<file path="src/rtl/pipeline_hazard_ctrl.sv">
// pipeline_hazard_ctrl
// Stall/flush sequencer for the 5-stage RV32I pipeline. It resolves load-use
// bubbles, branch/jump squashes, and data-memory wait freezes. A watchdog
// releases the freeze with a one-cycle mem_err pulse.
// The optional performance counters (stall_cnt, flush_cnt) are built only
// when the macro HAZ_PERF_CNT_EN is defined.
module pipeline_hazard_ctrl #(
    parameter int TIMEOUT = 16,
    parameter int CNT_W   = 32
) (
    input  logic             clk,
    input  logic             reset2,
    input  logic [4:0]       id_rs1,
    input  logic [4:0]       id_rs2,
    input  logic             id_use_rs1,
    input  logic             id_use_rs2,
    input  logic [4:0]       ex_rd,
    input  logic             ex_is_load,
    input  logic             br_taken,
    input  logic             mem_req,
    input  logic             mem_ack,
    output logic             pc_en,
    output logic             ifid_en,
    output logic             idex_en,
    output logic             exmem_en,
    output logic             memwb_en,
    output logic             ifid_flush,
    output logic             idex_flush,
    output logic             mem_err
`ifdef HAZ_PERF_CNT_EN
    ,
    output logic [CNT_W-1:0] stall_cnt,
    output logic [CNT_W-1:0] flush_cnt
`endif
);

    localparam int WCNT_W = $clog2(TIMEOUT) + 1;
    localparam logic [WCNT_W-1:0] WCNT_LAST = WCNT_W'(TIMEOUT - 1);
    localparam logic [WCNT_W-1:0] WCNT_ONE  = WCNT_W'(1);

    typedef enum logic {
        RUN    = 1'b0,
        FREEZE = 1'b1
    } state_e;

    state_e            state_q, state_d;
    logic [WCNT_W-1:0] wcnt_q, wcnt_d;
    logic              lu;
    logic              frz;
    logic              timeout_hit;

    // State register and watchdog counter; reset aborts any wait in progress.
    always_ff @(posedge clk or negedge reset2) begin
        if (!reset2) begin
            state_q <= RUN;
            wcnt_q  <= '0;
        end else begin
            state_q <= state_d;
            wcnt_q  <= wcnt_d;
        end
    end

    // Hazard detection, next-state logic and strobe generation.
    always_comb begin
        state_d     = state_q;
        wcnt_d      = wcnt_q;
        pc_en       = 1'b1;
        ifid_en     = 1'b1;
        idex_en     = 1'b1;
        exmem_en    = 1'b1;
        memwb_en    = 1'b1;
        ifid_flush  = 1'b0;
        idex_flush  = 1'b0;
        mem_err     = 1'b0;

        // x0 never carries a real dependency, so a load to x0 never stalls.
        lu = ex_is_load && (ex_rd != 5'd0) &&
             ((id_use_rs1 && (id_rs1 == ex_rd)) ||
              (id_use_rs2 && (id_rs2 == ex_rd)));

        timeout_hit = (state_q == FREEZE) && !mem_ack && (wcnt_q >= WCNT_LAST);

        frz = ((state_q == RUN) && mem_req && !mem_ack) ||
              ((state_q == FREEZE) && !mem_ack && (wcnt_q < WCNT_LAST));

        case (state_q)
            RUN: begin
                // A same-cycle ack is a zero-wait access and never freezes.
                if (mem_req && !mem_ack) begin
                    state_d = FREEZE;
                    wcnt_d  = WCNT_ONE;
                end
            end
            FREEZE: begin
                if (mem_ack || timeout_hit) begin
                    state_d = RUN;
                    wcnt_d  = '0;
                end else begin
                    wcnt_d  = wcnt_q + WCNT_ONE;
                end
            end
            default: begin
                state_d = RUN;
                wcnt_d  = '0;
            end
        endcase

        // Freeze outranks flush, which outranks the load-use bubble; a branch
        // squashes the dependent instruction so its stall is unnecessary.
        if (frz) begin
            pc_en    = 1'b0;
            ifid_en  = 1'b0;
            idex_en  = 1'b0;
            exmem_en = 1'b0;
            memwb_en = 1'b0;
        end else if (br_taken) begin
            ifid_flush = 1'b1;
            idex_flush = 1'b1;
        end else if (lu) begin
            pc_en      = 1'b0;
            ifid_en    = 1'b0;
            idex_flush = 1'b1;
        end

        mem_err = timeout_hit;

        // While reset is asserted every strobe is forced low immediately.
        if (!reset2) begin
            pc_en      = 1'b0;
            ifid_en    = 1'b0;
            idex_en    = 1'b0;
            exmem_en   = 1'b0;
            memwb_en   = 1'b0;
            ifid_flush = 1'b0;
            idex_flush = 1'b0;
            mem_err    = 1'b0;
        end
    end

`ifdef HAZ_PERF_CNT_EN
    logic [CNT_W-1:0] stall_cnt_q, stall_cnt_d;
    logic [CNT_W-1:0] flush_cnt_q, flush_cnt_d;

    // Next values for the performance counters; both wrap naturally.
    always_comb begin
        stall_cnt_d = stall_cnt_q;
        flush_cnt_d = flush_cnt_q;
        if (!pc_en && reset2) begin
            stall_cnt_d = stall_cnt_q + 1'b1;
        end
        if (ifid_flush) begin
            flush_cnt_d = flush_cnt_q + 1'b1;
        end
    end

    // Performance counter registers.
    always_ff @(posedge clk or negedge reset2) begin
        if (!reset2) begin
            stall_cnt_q <= '0;
            flush_cnt_q <= '0;
        end else begin
            stall_cnt_q <= stall_cnt_d;
            flush_cnt_q <= flush_cnt_d;
        end
    end

    assign stall_cnt = stall_cnt_q;
    assign flush_cnt = flush_cnt_q;
`endif

endmodule

</file>
<file path="config.mk">
export PLATFORM = sky130hd
export DESIGN_NAME = pipeline_hazard_ctrl
export DESIGN_NICKNAME = d
export VERILOG_FILES = /design/src/rtl/pipeline_hazard_ctrl.sv
export SDC_FILE = /design/constraint.sdc
export NUM_CORES = 1
export LEC_CHECK = 0
export BUFFER_PORTS_ARGS = -buffer_cell sky130_fd_sc_hd__buf_2
export CAP_MARGIN = 10
export CORE_AREA = 3 3 40 42
export DETAILED_ROUTE_END_ITERATION = 12
export DIE_AREA = 0 0 43 45
export GPL_TIMING_DRIVEN = 0
export PLACE_DENSITY_LB_ADDON = 0.05
export SYNTH_ARGS = -nofsm -noshare
export SYNTH_HDL_FRONTEND = slang
export SYNTH_SLANG_ARGS = --single-unit
</file>
<file path="constraint.sdc">
create_clock -name clk -period 2.2 [get_ports clk]
set_input_delay 0.55 -clock clk [delete_from_list [all_inputs] [get_ports clk]]
set_output_delay 0.55 -clock clk [all_outputs]
set_load 0.01 [all_outputs]
</file>
After elaboration in Yosys (flattened, before gate mapping)
Index checks and enable logic that the tools add are counted.

Bits in registers: 6. Input port bits: 23. Output and inout port bits: 8. Word-level logic and storage cells: 44.

Add/subtract/negate cells: 1. Order comparisons: 2. Equality and inequality tests: 3. Multiplexer cells: 20. Bitwise operators: 1. Reductions and logical operators: 15.

Operator list (count): 2-to-1 mux 1 bit (16); == test 5 bit (2); logical AND 1 bit (10); 2-to-1 mux 5 bit (2); one-hot mux 5 bit (2 select lines) (1); adder 5 x 1 -> 5 bit (second input constant) (1); greater-or-equal comparator 5 x 4 -> 1 bit (second input constant) (1); < comparator 5 x 4 -> 1 bit (second input constant) (1); nonzero test 5 bit (1); logical OR 1 bit (3); inequality test 2 x 1 -> 1 bit (second input constant) (1); one-hot mux 1 bit (2 select lines) (1); zero test 1 bit (1); NOT 1 bit (1).

Longest topological paths before layout
Gate-level depths: netlist (run 1).

Depth in word-level cells: 8. Mapped depth: 6. Depth with buffers taken out: 6.

Least setup slack after synthesis (run 1)
No wires, ideal clock.

Kind: input -> output. Start point: in ex_rd[3]. End point: out pc_en. Arrival: 1.570 ns. Required time: 1.650 ns. Slack: 0.080 ns. Cell stages on the path: 5. Buffers on the path: 1. Cells stage by stage: xor2_1 -> nor4_1 -> a32oi_1 -> o31a_1 -> buf_4.

Word-level cells in the longest chain between the ends: 8.

Ends and longest elaborated chain: from (decl) (RTL line 17) `input logic [4:0] ex_rd,`; == test 5 bit, on equally long branches (RTL line 78, 79); logical AND 1 bit, on equally long branches (RTL line 78, 79); logical OR 1 bit (RTL line 78) `((id_use_rs1 && (id_rs1 == ex_rd)) ||`; logical AND 1 bit * (RTL line 77) `lu = ex_is_load && (ex_rd != 5'd0) &&`; 2-to-1 mux 1 bit * (4 in a row); to (decl) (RTL line 22) `output logic pc_en,`.

Mark *: on every way between the ends. The rest lies on a longest branch, timed or not.

Worst setup path after layout (run 1)
Start point: in ex_rd[4]. End point: out pc_en.

Word-level cells in the longest chain between the ends: 8.

Ends and longest elaborated chain: == test 5 bit, on equally long branches (RTL line 78, 79); logical AND 1 bit, on equally long branches (RTL line 78, 79); logical OR 1 bit (RTL line 78); logical AND 1 bit * (RTL line 77); 2-to-1 mux 1 bit * (RTL line 119) `end else if (lu) begin`; 2-to-1 mux 1 bit * (RTL line 116) `end else if (br_taken) begin`; 2-to-1 mux 1 bit * (RTL line 110) `if (frz) begin`; 2-to-1 mux 1 bit * (RTL line 128) `if (!reset2) begin`.

Marks and branches as above.

==> run metrics, run 1 <==
Peak VDD IR roughly 0.00036 V; minimum clock period roughly 2.3 ns; layout cells sized above 1 between 50% and 60%; CP most frequent cell buf_4; fin nets around 120; commonest cells in the netlist xor2_1, dfrtp_1, a21oi_1, buf_4, nand2b_1; CTS tree done; DRT Pass-1 Iters 2; Slowest cell on crit path o31a_1; Avg Vias per Cell a little under 5; Area Overhead vs Synth 56.20%; vias in the first global route about 500; clock latency on the worst-skew pair roughly 0.23 ns; clk sinks 6; pre-CTS WS -0.2072 ns; Final Slew Violations 0; final WL 1252 um; Worst Path Arrival between 1.5 and 2 ns; outcome complete, but fails checks; # IOs 31; slowest stage delay, CP 0.33 ns; Setup TNS -0.1894 ns; DIE AREA 1935 sq um; Yosys top cell by area dfrtp_1; Vias roughly 550; DRC violations left 0; Worst slew margin between 70% and 80%; Worst-path clk slew 0.04 ns; drt first-iter violations 4; average cell area after synthesis roughly 9 sq um; total chip power between 300 and 400 uW; Async SR Flop Fraction 100.0%; Core ar. 1285 sq um; WS Path Type input pin to primary output; initial core utilization roughly two fifths; Max-Cap Viols 0; Seq/Total Area, Yosys approximately 29%; worst-path fanout max 3; crit-path cells buf_4, xor2_1, nor4_1, a32oi_1, o31a_1, buf_4, buf_6; number of flops mapped to enable cells by yosys 0; Seq cells post-synth 6; H-tree depth 1; fmax roughly 430 MHz; Site Rows 13; critical path capture point type primary output; Final Wtd Congestion slightly below 0.8; ranking of synthesized cells by area dfrtp_1, xor2_1, ha_1; first-pass GRT wire length 2063 um; largest net degree at the start of global routing 9; r2r setup slk between 0.5 and 0.6 ns; Post-Syn Area 514.2 sq um; Crit path required time 1.65 ns; failing checks negative setup slack; distinct cell type count after synthesis 30; Syn Inst Count 56; ys flop type dfrtp_1; syn nets between 80 and 90; Worst Setup Start Kind input pin; Setup Viol. Count Final 2; Clock Path Buffers 2; Tcrit/Tclk final 106.6%; grt total ovfl 0; ant diodes 0; slew at the pin with the worst max-slew slack 0.3243 ns; gr usage total between 10% and 20%; Die H 45 um; antenna violations before repair 0; worst min path class input pin to asynchronous set/reset pin; Wirelength per Cell ~11 um; Hold Fails Final Rpt 0; RSZ-0062 raised after global routing true; die width roughly 43 um; count leader, synth xor2_1; DRT antenna net count 0; # port buffers 30; Ys Warns 0; static leakage between 0.3 and 0.4 nW; Inserted Clock Buffers 3; Synth top area share around 30%; DP HPWL around 1000 um; CTS Hold Bufs 0; Worst Slack Setup Final -0.1446 ns; Power Dens Cells 472.5 nW/um^2; Clock Skew ~0.0034 ns; clock root cell clkbuf_4
==> critical path, delay by kind of cell <==
family | cells | cell delay [ns]
buffers and inverters | 3 | 0.36
AO/OA/AOI/OAI | 2 | 0.45
AND/OR/NAND/NOR | 1 | 0.28
XOR/XNOR | 1 | 0.16
==> metal layers <==
layer / track usage [%] / vias up / share of wire, %
met5: 0 / - / 0
met4: 5.422 / 0 / 0
met3: 1.594 / 0 / 13
met2: 23.35 / 27 / 44
met1: 17.98 / 233 / 43
li1: - / 285 / -
==> area by class of cell <==
type / instances / area (sq um)
fillers: 117 / 481.7
multi-input cells: 45 / 352.8
repair buffers: 36 / 229.0
flip-flops and latches: 6 / 150.1
clock buffers: 3 / 22.52
plain buffers: 3 / 22.52
well taps: 15 / 18.77
inverters: 2 / 7.507
==> cells in the final DEF, fill, tap and decap left out, types with 2 or more instances in the layout <==
cell / n
buf_4: 10
xnor2_1: 2
inv_1: 2
clkbuf_4: 3
dfrtp_1: 6
o22ai_1: 2
a21oi_1: 3
buf_2: 24
nand2_1: 2
ha_2: 2
o21ai_0: 2
nand2b_1: 3
buf_6: 5
xor2_1: 8
==> registers in the layout (all words and copies together) (netlist names) <==
register,flops
state_q,1
wcnt_q,5
==> through the flow <==
| step | cell area [sq um] | hold WS [ns] | instances | util [%] |
|---|---|---|---|---|
| finish | 803.3 | 0.1426 | 110 | 62.51 |
| global route | 803.3 | 0.1351 | 110 | 62.51 |
| CTS | 762.0 | 0.1385 | 107 | 59.30 |
| detailed placement | 683.2 | 0.3920 | 101 | 53.16 |
| global placement | 683.2 | 0.3911 | 101 | 53.16 |
| floorplan | 514.2 | 0.2544 | 56 | - |
==> cell families after synthesis <==
kind of cell,Yosys count,share of synthesized area (%)
simple gates,18,20.69
compound gates,15,22.39
xor+xnor,10,17.03
flops,6,29.20
buf+inv,5,5.840
fa+ha+maj,2,4.865
==> path summary, 6_finish.rpt <==
check / end / depth (start not counted) / startpoint
max: pc_en / 7 / ex_rd[4]
min: wcnt_q[0]$_DFFE_PN0P_ / 1 / reset2
max reg2reg: wcnt_q[2]$_DFFE_PN0P_ / 6 / wcnt_q[0]$_DFFE_PN0P_
min reg2reg: wcnt_q[0]$_DFFE_PN0P_ / 1 / state_q$_DFF_PN0_
max in group asynchronous: wcnt_q[2]$_DFFE_PN0P_ / 1 / reset2
min in group clk: wcnt_q[0]$_DFFE_PN0P_ / 1 / state_q$_DFF_PN0_
==> repair_timing <==
item / CTS / global route
endpoints found under the setup margin: 3 / 5
pin swaps: 8 / 3
buffers inserted: 3 / 3
resized for setup: 7 / 5
hold endpoints to repair: 0 / 0
==> power by group <==
part           internal [mW]  leakage, nW  switching [mW]
logic                 0.0788        0.306          0.0583
registers              0.129       0.0793          0.0202
clock network         0.0612       0.0138          0.0326
Power figures use the tool's default switching activity.
==> inputs of run 2 (changes only) <==
--- a/config.mk
+++ b/config.mk
@@ -10,2 +10,3 @@
 export CORE_AREA = 3 3 40 42
+export CTS_CLUSTER_DIAMETER = 30
 export DETAILED_ROUTE_END_ITERATION = 12
==> constraint.sdc (replaced) <==
create_clock -name clk -period 2.2 [get_ports clk]
set_input_delay 0.22 -clock clk [delete_from_list [all_inputs] [get_ports clk]]
set_output_delay 0.22 -clock clk [all_outputs]
set_load 0.01 [all_outputs]
==> run metrics, run 2 (synthesis results as in run 1) <==
outcome finished, final reports clean; CTS tree done; DRC violations left 0 (unchanged); RSZ-0062 raised after global routing false; # IOs 31 (unchanged); Setup Viol. Count Final 0 (-2); pre-CTS WS 0.4528 ns (+0.6600 ns); Final Wtd Congestion 0.7690 (unchanged); Wirelength per Cell 11.09 um (-2.6%); busiest grt layer met2; # port buffers 30 (unchanged); Avg Vias per Cell 5.086 (+2.6%); hold path start mem_ack; Vias 534 (-2.0%); Reg with most FFs wcnt_q; initial core utilization 40.02% (unchanged); Hold Path Stages 2; worst flop-to-flop path endpoint wcnt_q[2]$_DFFE_PN0P_; grt total ovfl 0 (unchanged); vias in the first global route 470 (-5.8%); Inserted Clock Buffers 3 (unchanged); met1 usage 17.24% (-0.74 points); drt first-iter violations 4 (unchanged); final cell area excluding filler cells 715.7 sq um (-11%); clk sinks 6 (unchanged); Tcrit/Tclk final 88.47% (-18 points); worst min path class input pin to flip-flop; Setup TNS 0 ns (+0.1894 ns); final WL 1164 um (-7.0%); DP HPWL 1003 um (unchanged); clock root cell clkbuf_4; commonest non-fill, non-tap cell in the layout buf_2; Worst-path clk slew 0.04 ns (about the same); DRT antenna net count 0 (unchanged); met3 Use GR 1.992% (+0.40 points); Worst Setup SP wcnt_q[0]$_DFFE_PN0P_; R2R depth 6 (unchanged); Peak VDD IR 0.0003545 V (-2.2%); Placement Cell Area 683.2 sq um (unchanged); r2r setup slk 0.48 ns (-0.07 ns); Final Slew Violations 0 (unchanged); Crit path required time 1.98 ns (+0.33 ns); layout cells sized above 1 43.33% (-9.3 points); Area Overhead vs Synth 39.17%; Worst Slack Setup Final 0.2537 ns (+0.3983 ns); worst-path fanout max 6 (+3); ant diodes 0 (unchanged); antenna violations before repair 0 (unchanged); clock latency on the worst-skew pair 0.23 ns (about the same); Site Rows 13 (unchanged); final-layout fill cell count 125 (+6.8%); Power Dens Cells 501.5 nW/um^2 (+6.1%); Worst slew margin 78.83% (+0.62 points); Worst Setup Start Kind flip-flop; DRT Pass-1 Iters 4 (+2); Clock Skew 0.002293 ns (-0.001100 ns); largest net degree at the start of global routing 9 (unchanged); fmax 513.8 MHz (+20%); Die H 45 um (unchanged); grt met2 use 20.66% (-2.7 points); Core ar. 1285 sq um (unchanged); largest registers wcnt_q x5, state_q x1; Clock Path Buffers 2 (unchanged); placed cells 101 (unchanged); Worst Path Arrival 1.73 ns (-0.06 ns); Cell Count, Final, Fillers Out 105 (-4.5%); first-pass GRT wire length 1938 um (-6.1%); post-layout util 55.70% (-6.8 points); slew at the pin with the worst max-slew slack 0.3151 ns (-0.009169 ns); commonest non-fill, non-tap cells in the layout buf_2, xor2_1, dfrtp_1; Largest register FFs 5 (unchanged); WS Path Type flip-flop to primary output; static leakage 0.3629 nW (-9.1%); minimum clock period 1.946 ns (-0.3983 ns); Hold Fails Final Rpt 0 (unchanged); die width 43 um (unchanged); critical path capture point type primary output; H-tree depth 1 (unchanged); fin nets 117 (-4.1%); gr usage total 12.84% (-0.92 points); Reg-to-Reg Start wcnt_q[0]$_DFFE_PN0P_; CP endpoint idex_flush; DIE AREA 1935 sq um (unchanged); Max-Cap Viols 0 (unchanged)
run 2: cell count changes in the layout (fill, tap and decap cells not counted), moves of 2 or more:
cell   delta
buf_4     -7
buf_2     +6
buf_6     -5
ha_2      -2
ha_1      +2
run 2: power by group:
part | internal, mW | switching [mW] | leakage (nW)
logic | 0.0627 | 0.0543 | 0.270
clock network | 0.0612 | 0.0325 | 0.0138
registers | 0.129 | 0.0196 | 0.0793
run 2: cell type report:
cell class	instances	area, sq um	share of cell area (%)
Buffer	3	22.52	3.147
Tap cell	15	18.77	2.622
Multi-Input combinational cell	45	334.1	46.68
Sequential cell	6	150.1	20.98
Inverter	2	7.507	1.049
Timing Repair Buffer	31	160.2	22.38
Clock buffer	3	22.52	3.147
run 2: worst max-delay path: stages (launching register included):
cell	delay, ns
dfrtp_1	0.42
a41o_1	0.31
o221a_4	0.32
and2_4	0.16
o21bai_1	0.14
buf_2	0.14
run 2: metrics by stage:
| stage | hold slack, ns | total power [mW] |
|---|---|---|
| after global routing | 0.2070 | 0.3903 |
| after floorplan | -0.07559 | 0.2154 |
| final | 0.1984 | 0.3589 |
| after global placement | 0.06107 | 0.2646 |
| after CTS | 0.1873 | 0.3660 |
| after detailed placement | 0.06196 | 0.2667 |
run 2: what timing repair did:
action | CTS | global route
gates resized for setup | 0 | 0
hold endpoints to repair | 6 | 0
hold buffers | 1 | 0
setup buffers | 0 | 0
run 2: routing by layer:
layer  wire length [um]  share of wire [%]
met1                503                 43
met2                481                 41
met3                179                 15
met4                  0                  0
met5                  0                  0
run 2: worst min path at each step:
stage / to
after floorplan: state_q$_DFF_PN0_
after global placement: state_q$_DFF_PN0_
after detailed placement: wcnt_q[0]$_DFFE_PN0P_
after CTS: state_q$_DFF_PN0_
after global routing: state_q$_DFF_PN0_
final: state_q$_DFF_PN0_
==> inputs of run 3 (changes only) <==
CORE_AREA = default   (was 3 3 40 42)
CORE_MARGIN = 3   (was default)
CORE_UTILIZATION = 35   (was default)
DIE_AREA = default   (was 0 0 43 45)
MAX_ROUTING_LAYER = met4   (was default)
clock period = 1.75 ns   (was 2.2 ns; I/O delays follow)
==> run metrics, run 3 (synthesis results as in run 1) <==
kind of cell adding the most delay to the critical path compound AO/OA/AOI/OAI gates; Worst-path clk slew 0.04 ns (about the same); initial core utilization 38.56% (-1.5 points); grt total ovfl 0 (unchanged); fin nets 119 (+1.7%); ant diodes 0 (unchanged); slew at the pin with the worst max-slew slack 0.2382 ns (-0.07694 ns); R2R depth 5 (-1); CTS tree done; Inserted Clock Buffers 3 (unchanged); DRT antenna net count 0 (unchanged); gr usage total 13.40% (+0.56 points); worst min path class input pin to flip-flop; WS Path Type flip-flop to primary output; critical path capture point type primary output; first-pass GRT wire length 1932 um (-0.31%); total chip power 468.9 uW (+31%); fmax roughly 560 MHz; Slowest cell on crit path dfrtp_1; clk sinks 6 (unchanged); final WL 1211 um (+4.0%); Power Dens Cells 614.4 nW/um^2 (+23%); Largest register FFs 5 (unchanged); clock root cell clkbuf_4; Site Rows 13 (unchanged); Peak VDD IR 0.0004451 V (+26%); commonest non-fill, non-tap cell in the layout buf_2; DRT Pass-1 Iters 4 (unchanged); Tcrit/Tclk final 101.5%; commonest non-fill, non-tap cells in the layout buf_2, xor2_1, dfrtp_1; Hold Path Stages 2 (unchanged); Worst Path Arrival 1.60 ns (-0.13 ns); antenna violations before repair 0 (unchanged); vias in the first global route 498 (+6.0%); Die H 44.33 um (-1.5%); met3 Use GR 1.626% (-0.37 points); crit-path cells a41o_1, o221a_4, and2_4, o21bai_1, buf_2; Max-Cap Viols 0 (unchanged); # port buffers 30 (unchanged); Final Wtd Congestion 0.7790 (+1.3%); outcome complete, but fails checks; Worst slew margin 83.98% (+5.1 points); drt first-iter violations 4 (unchanged); Wirelength per Cell 11.32 um (+2.1%); failing checks negative setup slack; Final Slew Violations 0 (unchanged); Worst Path Buf+Inv 1 (unchanged); die width 44.33 um (+3.1%); busiest grt layer met2; RSZ-0062 raised after global routing true; largest net degree at the start of global routing 9 (unchanged); post-layout util 57.22% (+1.5 points); # IOs 31 (unchanged); slowest stage delay, CP 0.40 ns (-0.02 ns); Avg Vias per Cell 4.953 (-2.6%); Worst Setup Start Kind flip-flop; Setup Viol. Count Final 2 (+2); final-layout fill cell count 115 (-8.0%); final cell area excluding filler cells 763.2 sq um (+6.6%); DIE AREA 1965 sq um (+1.6%); grt met2 use 19.48% (-1.2 points); DP HPWL 981.2 um (-2.1%); largest registers wcnt_q x5, state_q x1; static leakage 0.3839 nW (+5.8%); worst-path fanout max 4 (-2); Placement Cell Area 683.2 sq um (unchanged); Crit path required time 1.57 ns (-0.41 ns); met1 usage 17.96% (+0.71 points); CP Depth 5 (unchanged); DRC violations left 0 (unchanged); Reg with most FFs wcnt_q; Worst Slack Setup Final -0.02680 ns (-0.2805 ns); clock latency on the worst-skew pair 0.24 ns (about the same); Core ar. 1334 sq um (+3.8%); minimum clock period 1.777 ns; Clock Skew 0.0008747 ns (-0.001418 ns); Cell Count, Final, Fillers Out 107 (+1.9%); Area Overhead vs Synth 48.42%; Clock Path Buffers 2 (unchanged); layout cells sized above 1 50.00% (+6.7 points); Vias 530 (-0.75%); Hold Fails Final Rpt 0 (unchanged); H-tree depth 1 (unchanged); placed cells 101 (unchanged)
run 3: repair_timing:
action                                  in CTS  in global routing
resized for setup                            2                  5
hold buffers                                 1                  0
pin swaps                                    3                  2
endpoints found under the hold margin        6                  0
endpoints found under the setup margin       4                  9
buffers inserted                             3                  0
run 3: final cells by class:
cell class,count,area (sq um),share of cell area [%]
buffer,2,15.01,1.967
clock buffer,3,22.52,2.951
inverter,2,7.507,0.9836
multi-input combinational,45,354.1,46.39
sequential,6,150.1,19.67
tap,15,18.77,2.459
timing repair buffer,34,195.2,25.57
run 3: path summary, 6_finish.rpt:
path | from | to | slack (ns)
min | mem_ack | state_q$_DFF_PN0_ | 0.14
min in group asynchronous | reset2 | wcnt_q[0]$_DFFE_PN0P_ | 0.32
max in group asynchronous | reset2 | wcnt_q[1]$_DFFE_PN0P_ | 1.27
max | wcnt_q[1]$_DFFE_PN0P_ | idex_flush | -0.03
min reg2reg | state_q$_DFF_PN0_ | wcnt_q[0]$_DFFE_PN0P_ | 0.53
max reg2reg | wcnt_q[0]$_DFFE_PN0P_ | wcnt_q[0]$_DFFE_PN0P_ | 0.09
run 3: through the flow:
step	worst slack, ns	TNS, ns	hold WS [ns]
finish	-0.02680	-0.03151	0.1371
global route	-0.1080	-0.3348	0.1554
CTS	-0.05930	-0.1460	0.1304
detailed placement	0.02298	0	0.01555
global placement	0.02190	0	0.01690
floorplan	0.1588	0	-0.1206
run 3: power by group:
group | internal, mW | leakage, nW | switching (mW)
sequential | 0.162 | 0.0793 | 0.0244
clock | 0.0771 | 0.0138 | 0.0429
combinational | 0.0904 | 0.291 | 0.0725
run 3: layer usage:
layer / wire length, um / vias to the layer above
met4: 15 / 0
met2: 509 / 28
met5: 0 / -
met3: 164 / 2
li1: - / 277
met1: 521 / 223
